`src/rtl/y86_pkg.sv`:
```
// Shared Y-86 encodings for the writeback/PC-update block: icodes, register
// indices, status codes, FSM states and the per-cycle status classifier.
package y86_pkg;

    localparam logic [3:0] IHALT   = 4'h0;
    localparam logic [3:0] INOP    = 4'h1;
    localparam logic [3:0] IRRMOVQ = 4'h2;
    localparam logic [3:0] IIRMOVQ = 4'h3;
    localparam logic [3:0] IRMMOVQ = 4'h4;
    localparam logic [3:0] IMRMOVQ = 4'h5;
    localparam logic [3:0] IOPQ    = 4'h6;
    localparam logic [3:0] IJXX    = 4'h7;
    localparam logic [3:0] ICALL   = 4'h8;
    localparam logic [3:0] IRET    = 4'h9;
    localparam logic [3:0] IPUSHQ  = 4'hA;
    localparam logic [3:0] IPOPQ   = 4'hB;

    localparam logic [3:0] RNONE = 4'hF;
    localparam logic [3:0] RRSP  = 4'h4;

    typedef enum logic [2:0] {
        SAOK = 3'd1,
        SHLT = 3'd2,
        SADR = 3'd3,
        SINS = 3'd4
    } stat_t;

    typedef enum logic {
        S_RUN  = 1'b0,
        S_STOP = 1'b1
    } state_t;

    // Address faults outrank illegal instructions, which outrank halt.
    function automatic stat_t classify(input logic imem_err, input logic dmem_err,
                                       input logic instr_valid, input logic [3:0] icode);
        if (imem_err || dmem_err)  return SADR;
        else if (!instr_valid)     return SINS;
        else if (icode == IHALT)   return SHLT;
        else                       return SAOK;
    endfunction

endpackage

```
`src/rtl/writeback_pc_update_if.sv`:
```
// Bundle between the memory/decode side and the writeback/PC-update stage.
interface writeback_pc_update_if #(
    parameter int CNT_W = 32
);
    logic             en;
    logic [3:0]       icode;
    logic             cnd;
    logic             instr_valid;
    logic             imem_error;
    logic             dmem_error;
    logic [3:0]       dstE;
    logic [3:0]       dstM;
    logic [63:0]      valE;
    logic [63:0]      valM;
    logic [63:0]      valC;
    logic [63:0]      valP;
    logic [3:0]       srcA;
    logic [3:0]       srcB;
    logic [63:0]      valA;
    logic [63:0]      valB;
    logic [63:0]      pc;
    logic [2:0]       stat;
    logic             halted;
    logic [CNT_W-1:0] cycle_count;
    logic [CNT_W-1:0] retire_count;

    modport master (
        output en, icode, cnd, instr_valid, imem_error, dmem_error,
               dstE, dstM, valE, valM, valC, valP, srcA, srcB,
        input  valA, valB, pc, stat, halted, cycle_count, retire_count
    );

    modport slave (
        input  en, icode, cnd, instr_valid, imem_error, dmem_error,
               dstE, dstM, valE, valM, valC, valP, srcA, srcB,
        output valA, valB, pc, stat, halted, cycle_count, retire_count
    );
endinterface

```
`src/rtl/y86_regfile.sv`:
```
// 15 x 64-bit Y-86 register file: two combinational read ports, two write
// ports sharing one enable, port M overriding port E on a common index.
module y86_regfile
    import y86_pkg::*;
(
    input  logic        clk,
    input  logic        rst,
    input  logic        i_we,
    input  logic [3:0]  i_dst_e,
    input  logic [3:0]  i_dst_m,
    input  logic [63:0] i_val_e,
    input  logic [63:0] i_val_m,
    input  logic [3:0]  i_src_a,
    input  logic [3:0]  i_src_b,
    output logic [63:0] o_val_a,
    output logic [63:0] o_val_b
);

    logic [63:0] r_regs [15];
    logic [63:0] w_rd   [16];

    // Index F has no storage, so it can never be written and reads as zero.
    generate
        for (genvar gi = 0; gi < 15; gi++) begin : g_reg
            always_ff @(posedge clk) begin
                if (rst) begin
                    r_regs[gi] <= '0;
                end else if (i_we) begin
                    if (i_dst_m == 4'(gi))
                        r_regs[gi] <= i_val_m;
                    else if (i_dst_e == 4'(gi))
                        r_regs[gi] <= i_val_e;
                end
            end
            assign w_rd[gi] = r_regs[gi];
        end
    endgenerate

    assign w_rd[RNONE] = '0;
    assign o_val_a     = w_rd[i_src_a];
    assign o_val_b     = w_rd[i_src_b];

endmodule

```
`src/rtl/writeback_pc_update.sv`:
```
// SEQ Y-86 writeback stage: commits valE/valM, selects the next PC, tracks
// sticky status with a RUN/STOP machine and keeps cycle/retire counters.
module writeback_pc_update
    import y86_pkg::*;
#(
    parameter logic [63:0] RESET_PC = 64'd0,
    parameter int          CNT_W    = 32
) (
    input  logic                 clk,
    input  logic                 rst,
    writeback_pc_update_if.slave bus
);

    state_t           r_state, w_state_next;
    stat_t            r_stat,  w_stat_next;
    logic [63:0]      r_pc,    w_pc_next;
    logic [CNT_W-1:0] r_cycle, w_cycle_next;
    logic [CNT_W-1:0] r_retire, w_retire_next;
    stat_t            w_new_stat;
    logic             w_we;

    localparam logic [CNT_W-1:0] CNT_ONE = CNT_W'(1);

    assign w_new_stat = classify(bus.imem_error, bus.dmem_error, bus.instr_valid, bus.icode);

    always_comb begin
        w_state_next  = r_state;
        w_stat_next   = r_stat;
        w_pc_next     = r_pc;
        w_cycle_next  = r_cycle;
        w_retire_next = r_retire;
        w_we          = 1'b0;
        if (bus.en && r_state == S_RUN) begin
            w_cycle_next = (r_cycle == '1) ? r_cycle : r_cycle + CNT_ONE;
            if (w_new_stat == SAOK) begin
                w_we          = 1'b1;
                w_retire_next = (r_retire == '1) ? r_retire : r_retire + CNT_ONE;
                if (bus.icode == ICALL || (bus.icode == IJXX && bus.cnd))
                    w_pc_next = bus.valC;
                else if (bus.icode == IRET)
                    w_pc_next = bus.valM;
                else
                    w_pc_next = bus.valP;
            end else begin
                // PC stays on the faulting/halting instruction for diagnosis.
                w_stat_next  = w_new_stat;
                w_state_next = S_STOP;
            end
        end
    end

    always_ff @(posedge clk) begin
        if (rst) begin
            r_state  <= S_RUN;
            r_stat   <= SAOK;
            r_pc     <= RESET_PC;
            r_cycle  <= '0;
            r_retire <= '0;
        end else begin
            r_state  <= w_state_next;
            r_stat   <= w_stat_next;
            r_pc     <= w_pc_next;
            r_cycle  <= w_cycle_next;
            r_retire <= w_retire_next;
        end
    end

    y86_regfile u_regfile (
        .clk     (clk),
        .rst     (rst),
        .i_we    (w_we),
        .i_dst_e (bus.dstE),
        .i_dst_m (bus.dstM),
        .i_val_e (bus.valE),
        .i_val_m (bus.valM),
        .i_src_a (bus.srcA),
        .i_src_b (bus.srcB),
        .o_val_a (bus.valA),
        .o_val_b (bus.valB)
    );

    assign bus.pc           = r_pc;
    assign bus.stat         = r_stat;
    assign bus.halted       = (r_state == S_STOP);
    assign bus.cycle_count  = r_cycle;
    assign bus.retire_count = r_retire;

endmodule

```
`src/flat_wrapper.sv`:
```
// flat-port wrapper written by rule: the top's interface ports become plain ports
module writeback_pc_update_flat import y86_pkg::*;
#(
    parameter logic [63:0] RESET_PC = 64'd0,
    parameter int          CNT_W    = 32
)
  (clk, rst, bus_en, bus_icode, bus_cnd, bus_instr_valid, bus_imem_error, bus_dmem_error, bus_dstE, bus_dstM, bus_valE, bus_valM, bus_valC, bus_valP, bus_srcA, bus_srcB, bus_valA, bus_valB, bus_pc, bus_stat, bus_halted, bus_cycle_count, bus_retire_count);
  writeback_pc_update_if #(.CNT_W(CNT_W)) bus_i ();
  input  logic clk;
  input  logic rst;
  input wire logic [$bits(bus_i.en)-1:0] bus_en;
  input wire logic [$bits(bus_i.icode)-1:0] bus_icode;
  input wire logic [$bits(bus_i.cnd)-1:0] bus_cnd;
  input wire logic [$bits(bus_i.instr_valid)-1:0] bus_instr_valid;
  input wire logic [$bits(bus_i.imem_error)-1:0] bus_imem_error;
  input wire logic [$bits(bus_i.dmem_error)-1:0] bus_dmem_error;
  input wire logic [$bits(bus_i.dstE)-1:0] bus_dstE;
  input wire logic [$bits(bus_i.dstM)-1:0] bus_dstM;
  input wire logic [$bits(bus_i.valE)-1:0] bus_valE;
  input wire logic [$bits(bus_i.valM)-1:0] bus_valM;
  input wire logic [$bits(bus_i.valC)-1:0] bus_valC;
  input wire logic [$bits(bus_i.valP)-1:0] bus_valP;
  input wire logic [$bits(bus_i.srcA)-1:0] bus_srcA;
  input wire logic [$bits(bus_i.srcB)-1:0] bus_srcB;
  output wire logic [$bits(bus_i.valA)-1:0] bus_valA;
  output wire logic [$bits(bus_i.valB)-1:0] bus_valB;
  output wire logic [$bits(bus_i.pc)-1:0] bus_pc;
  output wire logic [$bits(bus_i.stat)-1:0] bus_stat;
  output wire logic [$bits(bus_i.halted)-1:0] bus_halted;
  output wire logic [$bits(bus_i.cycle_count)-1:0] bus_cycle_count;
  output wire logic [$bits(bus_i.retire_count)-1:0] bus_retire_count;
  assign bus_i.en = bus_en;
  assign bus_i.icode = bus_icode;
  assign bus_i.cnd = bus_cnd;
  assign bus_i.instr_valid = bus_instr_valid;
  assign bus_i.imem_error = bus_imem_error;
  assign bus_i.dmem_error = bus_dmem_error;
  assign bus_i.dstE = bus_dstE;
  assign bus_i.dstM = bus_dstM;
  assign bus_i.valE = bus_valE;
  assign bus_i.valM = bus_valM;
  assign bus_i.valC = bus_valC;
  assign bus_i.valP = bus_valP;
  assign bus_i.srcA = bus_srcA;
  assign bus_i.srcB = bus_srcB;
  assign bus_valA = bus_i.valA;
  assign bus_valB = bus_i.valB;
  assign bus_pc = bus_i.pc;
  assign bus_stat = bus_i.stat;
  assign bus_halted = bus_i.halted;
  assign bus_cycle_count = bus_i.cycle_count;
  assign bus_retire_count = bus_i.retire_count;
  writeback_pc_update #(.RESET_PC(RESET_PC), .CNT_W(CNT_W)) u_core (.clk(clk), .rst(rst), .bus(bus_i));
endmodule
```
`config.mk`:
```
export PLATFORM = sky130hd
export DESIGN_NAME = writeback_pc_update_flat
export DESIGN_NICKNAME = d
export VERILOG_FILES = /design/src/rtl/y86_pkg.sv /design/src/rtl/writeback_pc_update_if.sv /design/src/rtl/y86_regfile.sv /design/src/rtl/writeback_pc_update.sv /design/src/flat_wrapper.sv
export SDC_FILE = /design/constraint.sdc
export NUM_CORES = 2
export LEC_CHECK = 0
export CAP_MARGIN = 5
export CORE_UTILIZATION = 45
export DETAILED_ROUTE_END_ITERATION = 8
export PLACE_DENSITY = 0.63
export SLEW_MARGIN = 20
export SYNTH_ARGS = -nofsm -noshare
export SYNTH_HDL_FRONTEND = slang
export SYNTH_HIERARCHICAL = 1
export SYNTH_SLANG_ARGS = --single-unit
```
`constraint.sdc`:
```
create_clock -name clk -period 5.3 [get_ports clk]
set_input_delay 1.06 -clock clk [delete_from_list [all_inputs] [get_ports clk]]
set_output_delay 1.06 -clock clk [all_outputs]
set_load 0.02 [all_outputs]
```
==> results.cfg <==
[outcome]
status = completed

[setup_path]
critPathMaxStageDelay_ps = 870
start_kind = primary input
critical_path.cell_chain = buf_8 -> nor2b_4 -> buf_4 -> a221oi_1 -> a21oi_1 -> o211ai_1 -> clkdlybuf4s50_1
path_max_fanout = 21
cp.required_ps = 4240
arrival_ps = 3800
path_buf_inv = 3
path_class = in -> out
cp_top_family = buffers and inverters
cp-end-kind = output port
crit_slowest_cell = nor2b_4

[timing]
slew_viol_final = 0
worstMarginPinSlew_ps = 1130
timing.fmax_mhz = 206
rsz0062_at_grt = no
fin_tns_setup_ps = 0
setup_violations = 0
finalHoldViolCount = 0
slew_headroom_pct = 24.5
min_period_ps = 4860
finClkSkew_ps = 30.6
min_period_over_period_pct = 91.7

[global_route]
antenna_found_initial = 22
grt.overflow.total = 0
grt_pass1_vias = 46852
grt_max_degree = 129
grt_first_pass_wirelength_mm = 343
grt_use_total_pct = 34.8

[cells_and_area]
syn2layout_area_growth_pct = 18.8
fill_cells = 11096
drive_gt1_share_pct = 16.2
finalNetCount = 5113
layout_common_cells = a22o_1, edfxtp_1, clkdlybuf4s50_1
post-route-util_pct = 53.9

[yosys]
ys.flop_type = edfxtp_1
synth_nets = 4872
ys_ff_latch = 1092
yosysWarnings = 6
synth_cell_types = 58
syn_area_per_cell_um2 = 13.4
synthCells = 4587
synth_enable_flop_cells = 960
ys_seq_area_share_pct = 51.2
async_flop_share_pct = 0
synth_area_um2 = 61400

[power]
ir_drop_uv = 259
power_density_nw_per_um2 = 295
power.leakage_uw = 0.0252

[min_path]
worst_hold_path_type = reg -> reg

[floorplan]
rows = 135
coreArea_um2 = 135000
die_x_um = 371
die_area_um2 = 138000
initial_core_util_pct = 45.3
num_io_pins = 543
die-height_um = 371

[clocking]
cts_tree = yes
clockRootBuffer = clkbuf_16
cts-htree-levels = 3
clk_pin_slew_ps = 50
post_cts_buffers = 0
clk_path_buf_depth = 3
cts_resized = 0
worstSkewPairLatency_ps = 760
numCtsBuffers = 120
clock_sinks = 1092
postCtsHoldBufs = 0

[route]
ant_nets = 0
drt-pass1-iter-count = 8
routedWlPerCell_um = 36.7
num_vias = 48850
route.detailed.drc = 0
avgViaCountPerCell = 7.26
wl_mm = 247
drt_iter0_drc = 7145

[placed_design]
post-dp-hpwl_mm = 136
portBuffers = 542
globalplace.congestion = 0.849

[job]
drv_cap = 0
[power breakdown]
part	internal, uW	leakage (uW)	switching, uW	total (uW)
clock network	5050	0.00196	3650	8700
logic	1210	0.0125	1760	2980
registers	9650	0.0108	165	9810
[stage by stage]
stage / hold slack, ps / area, um2 / setup slack [ps] / instances / total power [uW]
after floorplan: 531 / 61400 / 199 / 4587 / 11500
after global placement: 454 / 68900 / 535 / 6487 / 12900
after detailed placement: 459 / 68900 / 520 / 6487 / 12900
after CTS: 470 / 73000 / 518 / 6712 / 21500
after global routing: 487 / 73000 / 369 / 6723 / 22000
final: 468 / 73000 / 442 / 6726 / 21500
[tightest hold or removal path, stage by stage (launching register included)]
cell and delay (ps):
dfxtp_1 300, nand2_1 50, o22ai_1 60
[routing by layer]
metal,wire (um),GRT usage (%),part of all wire (%)
met5,70,0,0.028
met4,11900,16.1,4.8
met3,30500,8.40,12
met2,114000,54.6,46
met1,90600,45.7,37
[state kept, by name, indices dropped and copies added, names as in the netlist]
register / cells
u_core/u_regfile/r_regs: 960
u_core/bus.pc: 64
u_core/bus.cycle_count: 32
u_core/bus.retire_count: 32
u_core/bus.stat: 3
u_core/bus.halted: 1
[kinds of logic (layout without fill, tap and decap cells)]
logic type	after synthesis	count (layout)	synth area share [%]
compound gates	1521	1521	19.7
xor+xnor	21	21	0.299
fa+ha+maj	2	2	0.0407
buf+inv	658	1002	4.59
flops	1092	1092	51.2
mux	712	712	19.4
other cells	0	14	0
simple gates	581	581	4.69
[cells in the mapped netlist (63+ instances only)]
master | instances | share of area [%]
a21oi_1 | 166 | 1.4
a221oi_1 | 64 | 0.91
a22o_1 | 960 | 14
buf_2 | 169 | 1.4
clkbuf_1 | 346 | 2.1
dfxtp_1 | 132 | 4.3
edfxtp_1 | 960 | 47
inv_1 | 74 | 0.45
mux2i_1 | 322 | 5.2
mux4_2 | 384 | 14
nand2_1 | 216 | 1.3
nand3_1 | 91 | 0.74
nor2_1 | 115 | 0.70
o211ai_1 | 65 | 0.79
o21ai_0 | 89 | 0.73
o221ai_1 | 63 | 0.90
o22ai_1 | 65 | 0.66
[cell type report]
| type | count | area [um2] | share of cell area, % |
|---|---|---|---|
| Sequential cell | 1092 | 31500 | 43.1 |
| Multi-Input combinational cell | 2837 | 27500 | 37.6 |
| Tap cell | 1781 | 2230 | 3.05 |
| Antenna cell | 14 | 35.0 | 0.0480 |
| Clock buffer | 150 | 3220 | 4.41 |
| Timing Repair Buffer | 703 | 7470 | 10.2 |
| Clock inverter | 75 | 802 | 1.10 |
| Inverter | 74 | 282 | 0.386 |
[final timing paths]
| check | cells after the start | slack, ps | end | start |
|---|---|---|---|---|
| max | 7 | 440 | bus_valB[53] | bus_srcB[1] |
| min | 2 | 470 | u_core/bus.pc[3] | u_core/bus.pc[3] |
| max reg2reg | 7 | 1780 | u_core/u_regfile/r_regs[0][424] | u_core/bus.halted |
| min reg2reg | 2 | 470 | u_core/bus.pc[3] | u_core/bus.pc[3] |
(Power assumes the default switching activity.)
